[src/rtl/bus_arbiter_if.sv]
// Bus arbiter signal bundle for two masters sharing one serial bus.
// The "master" modport is the arbiter's view: it samples requests and
// slave events, and drives grants, split flags and the mux select.
// The "slave" modport is the opposite view, used by the bus agents.
interface bus_arbiter_if;
   logic mbreq1;
   logic mbreq2;
   logic mbgrant1;
   logic mbgrant2;
   logic msplit1;
   logic msplit2;
   logic ssplit;
   logic sready;
   logic msel;
   logic bus_busy;

   modport master (
      input  mbreq1, mbreq2, ssplit, sready,
      output mbgrant1, mbgrant2, msplit1, msplit2, msel, bus_busy
   );

   modport slave (
      output mbreq1, mbreq2, ssplit, sready,
      input  mbgrant1, mbgrant2, msplit1, msplit2, msel, bus_busy
   );
endinterface

[src/rtl/bus_arbiter.sv]
// Two-master bus arbiter with single outstanding split support.
// M1 has fixed priority over M2; a split master is locked out until its
// slave signals ready, after which it is resumed ahead of everyone else.
// Every output is a register; the arbiter always spends at least one
// IDLE cycle between two grants.
module bus_arbiter (
   input  logic          clk,
   input  logic          rstn,
   bus_arbiter_if.master bus
);

   typedef enum logic [1:0] {
      IDLE = 2'd0,
      OWN1 = 2'd1,
      OWN2 = 2'd2
   } state_t;

   state_t     state_reg, state_next;
   logic [1:0] grant_reg, grant_next;     // bit 0 = M1, bit 1 = M2
   logic [1:0] msplit_reg, msplit_next;   // bit 0 = M1, bit 1 = M2
   logic       msel_reg, msel_next;
   logic       busy_reg, busy_next;
   logic       split_pend_reg, split_pend_next;
   logic       split_id_reg, split_id_next;
   logic       ready_seen_reg, ready_seen_next;

   logic [1:0] req;
   logic [1:0] eligible;

   assign req = {bus.mbreq2, bus.mbreq1};

   // A requester is eligible unless it is the master parked on a split.
   genvar gi;
   generate
      for (gi = 0; gi < 2; gi++) begin : g_elig
         localparam logic MASTER_ID = 1'(gi);
         assign eligible[gi] = req[gi] && !(split_pend_reg && (split_id_reg == MASTER_ID));
      end
   endgenerate

   // State and all registered outputs; reset discards ownership and any split.
   always_ff @(posedge clk) begin
      if (!rstn) begin
         state_reg      <= IDLE;
         grant_reg      <= 2'b00;
         msplit_reg     <= 2'b00;
         msel_reg       <= 1'b0;
         busy_reg       <= 1'b0;
         split_pend_reg <= 1'b0;
         split_id_reg   <= 1'b0;
         ready_seen_reg <= 1'b0;
      end else begin
         state_reg      <= state_next;
         grant_reg      <= grant_next;
         msplit_reg     <= msplit_next;
         msel_reg       <= msel_next;
         busy_reg       <= busy_next;
         split_pend_reg <= split_pend_next;
         split_id_reg   <= split_id_next;
         ready_seen_reg <= ready_seen_next;
      end
   end

   // Next-state and next-output decode: resume > M1 > M2 in IDLE; split or release in OWNx.
   always_comb begin
      state_next      = state_reg;
      grant_next      = grant_reg;
      msplit_next     = msplit_reg;
      msel_next       = msel_reg;
      split_pend_next = split_pend_reg;
      split_id_next   = split_id_reg;
      // sready only matters while a split is outstanding; it is remembered
      // so a resume can wait for the current owner to finish.
      ready_seen_next = ready_seen_reg | (split_pend_reg & bus.sready);

      case (state_reg)
         IDLE: begin
            grant_next = 2'b00;
            if (split_pend_reg && ready_seen_reg) begin
               state_next                = split_id_reg ? OWN2 : OWN1;
               grant_next[split_id_reg]  = 1'b1;
               msplit_next[split_id_reg] = 1'b0;
               msel_next                 = split_id_reg;
               split_pend_next           = 1'b0;
               ready_seen_next           = 1'b0;
            end else if (eligible[0]) begin
               state_next = OWN1;
               grant_next = 2'b01;
               msel_next  = 1'b0;
            end else if (eligible[1]) begin
               state_next = OWN2;
               grant_next = 2'b10;
               msel_next  = 1'b1;
            end
         end
         OWN1: begin
            // A split request beats a simultaneous release.
            if (bus.ssplit && !split_pend_reg) begin
               split_pend_next = 1'b1;
               split_id_next   = 1'b0;
               msplit_next[0]  = 1'b1;
               grant_next      = 2'b00;
               state_next      = IDLE;
            end else if (!req[0]) begin
               grant_next = 2'b00;
               state_next = IDLE;
            end
         end
         OWN2: begin
            if (bus.ssplit && !split_pend_reg) begin
               split_pend_next = 1'b1;
               split_id_next   = 1'b1;
               msplit_next[1]  = 1'b1;
               grant_next      = 2'b00;
               state_next      = IDLE;
            end else if (!req[1]) begin
               grant_next = 2'b00;
               state_next = IDLE;
            end
         end
         default: begin
            grant_next = 2'b00;
            state_next = IDLE;
         end
      endcase

      busy_next = (state_next != IDLE);
   end

   assign bus.mbgrant1 = grant_reg[0];
   assign bus.mbgrant2 = grant_reg[1];
   assign bus.msplit1  = msplit_reg[0];
   assign bus.msplit2  = msplit_reg[1];
   assign bus.msel     = msel_reg;
   assign bus.bus_busy = busy_reg;

endmodule

[src/flat_wrapper.sv]
// flat-port wrapper written by rule: the top's interface ports become plain ports
module bus_arbiter_flat 
  (clk, rstn, bus_mbreq1, bus_mbreq2, bus_ssplit, bus_sready, bus_mbgrant1, bus_mbgrant2, bus_msplit1, bus_msplit2, bus_msel, bus_bus_busy);
  bus_arbiter_if bus_i ();
  input  logic clk;
  input  logic rstn;
  input wire logic [$bits(bus_i.mbreq1)-1:0] bus_mbreq1;
  input wire logic [$bits(bus_i.mbreq2)-1:0] bus_mbreq2;
  input wire logic [$bits(bus_i.ssplit)-1:0] bus_ssplit;
  input wire logic [$bits(bus_i.sready)-1:0] bus_sready;
  output wire logic [$bits(bus_i.mbgrant1)-1:0] bus_mbgrant1;
  output wire logic [$bits(bus_i.mbgrant2)-1:0] bus_mbgrant2;
  output wire logic [$bits(bus_i.msplit1)-1:0] bus_msplit1;
  output wire logic [$bits(bus_i.msplit2)-1:0] bus_msplit2;
  output wire logic [$bits(bus_i.msel)-1:0] bus_msel;
  output wire logic [$bits(bus_i.bus_busy)-1:0] bus_bus_busy;
  assign bus_i.mbreq1 = bus_mbreq1;
  assign bus_i.mbreq2 = bus_mbreq2;
  assign bus_i.ssplit = bus_ssplit;
  assign bus_i.sready = bus_sready;
  assign bus_mbgrant1 = bus_i.mbgrant1;
  assign bus_mbgrant2 = bus_i.mbgrant2;
  assign bus_msplit1 = bus_i.msplit1;
  assign bus_msplit2 = bus_i.msplit2;
  assign bus_msel = bus_i.msel;
  assign bus_bus_busy = bus_i.bus_busy;
  bus_arbiter u_core (.clk(clk), .rstn(rstn), .bus(bus_i));
endmodule
[config.mk]
export PLATFORM = sky130hd
export DESIGN_NAME = bus_arbiter_flat
export DESIGN_NICKNAME = d
export VERILOG_FILES = /design/src/rtl/bus_arbiter_if.sv /design/src/rtl/bus_arbiter.sv /design/src/flat_wrapper.sv
export SDC_FILE = /design/constraint.sdc
export NUM_CORES = 1
export LEC_CHECK = 0
export ABC_AREA = 1
export BUFFER_PORTS_ARGS = -buffer_cell sky130_fd_sc_hd__buf_2
export CAP_MARGIN = 20
export CELL_PAD_IN_SITES_DETAIL_PLACEMENT = 1
export CELL_PAD_IN_SITES_GLOBAL_PLACEMENT = 2
export CORE_MARGIN = 3
export CORE_UTILIZATION = 30
export DETAILED_ROUTE_END_ITERATION = 10
export GPL_TIMING_DRIVEN = 0
export PLACE_DENSITY = 0.82
export SLEW_MARGIN = 15
export SYNTH_ARGS = -nofsm -noshare
export SYNTH_HDL_FRONTEND = slang
export SYNTH_SLANG_ARGS = --single-unit
[constraint.sdc]
create_clock -name clk -period 3.33 [get_ports clk]
set_clock_uncertainty 0.1 [all_clocks]
set_input_delay 0.666 -clock clk [delete_from_list [all_inputs] [get_ports clk]]
set_output_delay 0.666 -clock clk [all_outputs]
set_load 0.01 [all_outputs]
==> results.sh <==
export IMPL_grt_ovfl_total=0
export IMPL_ys_ff_latch=11
export IMPL_comb_power_share=0.252
export IMPL_drive_above_1_share=0.204
export IMPL_r2r_cells=7
export IMPL_slowest_delay_ns=0.33
export IMPL_cap_viol_max_count=0
export IMPL_slowest_stage="dfxtp_1"
export IMPL_path_depth=1
export IMPL_avgSynthCellArea_um2=6.85
export IMPL_ctsHoldBuffers=0
export IMPL_status="finished clean"
export IMPL_leakage_nw=0.397
export IMPL_maxSlewHeadroom=0.824
export IMPL_setup_viol=0
export IMPL_worstPathRequired_ns=2.56
export IMPL_ant_nets=0
export IMPL_hp_class="flip-flop to flip-flop"
export IMPL_hpwl_mm=1.29
export IMPL_hold_depth=2
export IMPL_timing_final_crit_share=0.451
export IMPL_vias_per_cell=4.51
export IMPL_p_per_area_nw_per_um2=434
export IMPL_synthesis_area_um2=637
export IMPL_cts_inserted_buffers=3
export IMPL_synth_distinct_cells=15
export IMPL_antenna_found_initial=0
export IMPL_synth_nets=103
export IMPL_max_freq_mhz=666
export IMPL_die_width_um=52.1
export IMPL_crit_fanout=2
export IMPL_path_cells="buf_2"
export IMPL_die_h_um=52.1
export IMPL_cts_setup_buffers=0
export IMPL_design_portCount=12
export IMPL_dieArea_um2=2710
export IMPL_fin_util=0.379
export IMPL_root_buffer="clkbuf_4"
export IMPL_p_clk_frac=0.276
export IMPL_p_switching_w=0.000106
export IMPL_area_delta_synth_final_pct=18.1
export IMPL_first_global_vias=618
export IMPL_start_kind="flip-flop"
export IMPL_track_usage=0.142
export IMPL_p_int_w=0.000221
export IMPL_pwr_share_seq=0.472
export IMPL_hold_violations=0
export IMPL_clkTransAtPathRegs_ns=0.06
export IMPL_antenna_cells=0
export IMPL_via_count=609
export IMPL_clock_sinks=11
export IMPL_post_drt_wl_per_cell_um=11.4
export IMPL_swShare=0.324
export IMPL_clock_path_buffers=2
export IMPL_endpoint_kind="output port"
export IMPL_fin_setup_tns_ns=0
export IMPL_worstPathArrival_ns=0.74
export IMPL_grt_max_degree=8
export IMPL_cts_tree="done"
export IMPL_clkLatencyLatePin_ns=0.27
export IMPL_worst_pin_slew_ns=0.263
export IMPL_core_um2=1980
export IMPL_grt_setup_unrepaired="no"
export IMPL_drcViolationCount=0
export IMPL_synthCells=93
export IMPL_start_util=0.321
export IMPL_min_period_ns=1.50
export IMPL_drt_first_pass_iters=2
export IMPL_rows=16
export IMPL_ys_seq_area_frac=0.346
export IMPL_grt_pass1_wl_mm=2.69
export IMPL_worst_path_buf_inv=1
export IMPL_port_buffers=11
export IMPL_drtIter0Drc=1
export IMPL_cts_max_level=1
export IMPL_peakVddDrop_mv=0.220
export IMPL_drv_slew=0
export IMPL_yosys_warnings=0
export IMPL_ctsResizeCount=0
export IMPL_finalNetCount=119
export IMPL_critical_path_top_delay_family="flip-flops"
export IMPL_path_class="flip-flop to output port"
export IMPL_drt_total_wl_mm=1.53
export IMPL_globalplace_congestion=0.804
==> synthesized netlist by cell type, drive strengths merged <==
library cell  number  area share
dfxtp             11        0.35
nand2             31        0.21
nand3             16        0.16
nor3               1      0.0079
ha                 4       0.079
nor2               6       0.035
a21oi              7       0.055
a21boi             1       0.012
inv               14       0.083
o21ai              2       0.016
==> layout make-up <==
cell class | instances | area [um2]
clock buffers | 4 | 26.3
fillers | 261 | 1230
inverters | 14 | 52.6
multi-input cells | 68 | 364
flip-flops and latches | 11 | 220
well taps | 27 | 33.8
repair buffers | 11 | 55.1
==> power by group through the flow <==
stage	clock network, W	logic [W]	registers [W]
2_1_floorplan	0	0.0000553	0.000159
3_3_place_gp	0	0.0000824	0.000157
3_5_place_dp	0	0.0000839	0.000158
4_1_cts	0.0000974	0.0000841	0.000155
5_1_grt	0.000104	0.0000959	0.000156
6_report	0.0000903	0.0000822	0.000154
==> stage by stage <==
step                instances  worst slack [ns]  hold WS (ns)  cell area (um2)  power [W]
floorplan                  93              2.05         0.383              637   0.000214
global placement          131              1.79         0.344              726   0.000239
detailed placement        131              1.79         0.360              726   0.000242
CTS                       135              1.80         0.370              752   0.000336
global route              135              1.72         0.383              752   0.000356
finish                    135              1.83         0.363              752   0.000327
==> logic make-up (layout without fill, tap and decap cells) <==
family | after synthesis | count (layout) | synth area share
buffers and inverters | 14 | 29 | 0.0825
DFF | 11 | 11 | 0.346
adders and majority gates | 4 | 4 | 0.0786
and+or+nand+nor | 54 | 54 | 0.411
AOI/OAI and AO/OA | 10 | 10 | 0.0825
==> routing by layer <==
layer	wire length [um]	share of wire	track usage
met5	0	0	0
met4	50	0.033	0.105
met3	53	0.035	0.0344
met2	711	0.46	0.220
met1	718	0.47	0.167
==> placed cells by master (no fill, tap or decap) <==
cell,count
nand3_4,1
a21oi_1,7
o21ai_1,2
a21boi_1,1
buf_2,11
clkbuf_4,3
nand2_1,27
nor3_1,1
nor2_1,6
nand3_2,2
dfxtp_1,11
nand2_4,1
inv_2,1
inv_1,13
ha_1,4
nand3_1,13
nand2_2,3
clkbuf_1,1
==> final timing paths <==
| check | start | endpoint | slack, ns |
|---|---|---|---|
| worst max-delay path | u_core.bus.msel | bus_msel | 1.83 |
| worst min-delay path | u_core.msplit_reg[1] | u_core.msplit_reg[1] | 0.36 |
| worst max register to register | u_core.state_reg[1] | u_core.msplit_reg[0] | 1.87 |
| worst min register to register | u_core.msplit_reg[1] | u_core.msplit_reg[1] | 0.36 |
Power figures use the tool's default switching activity.
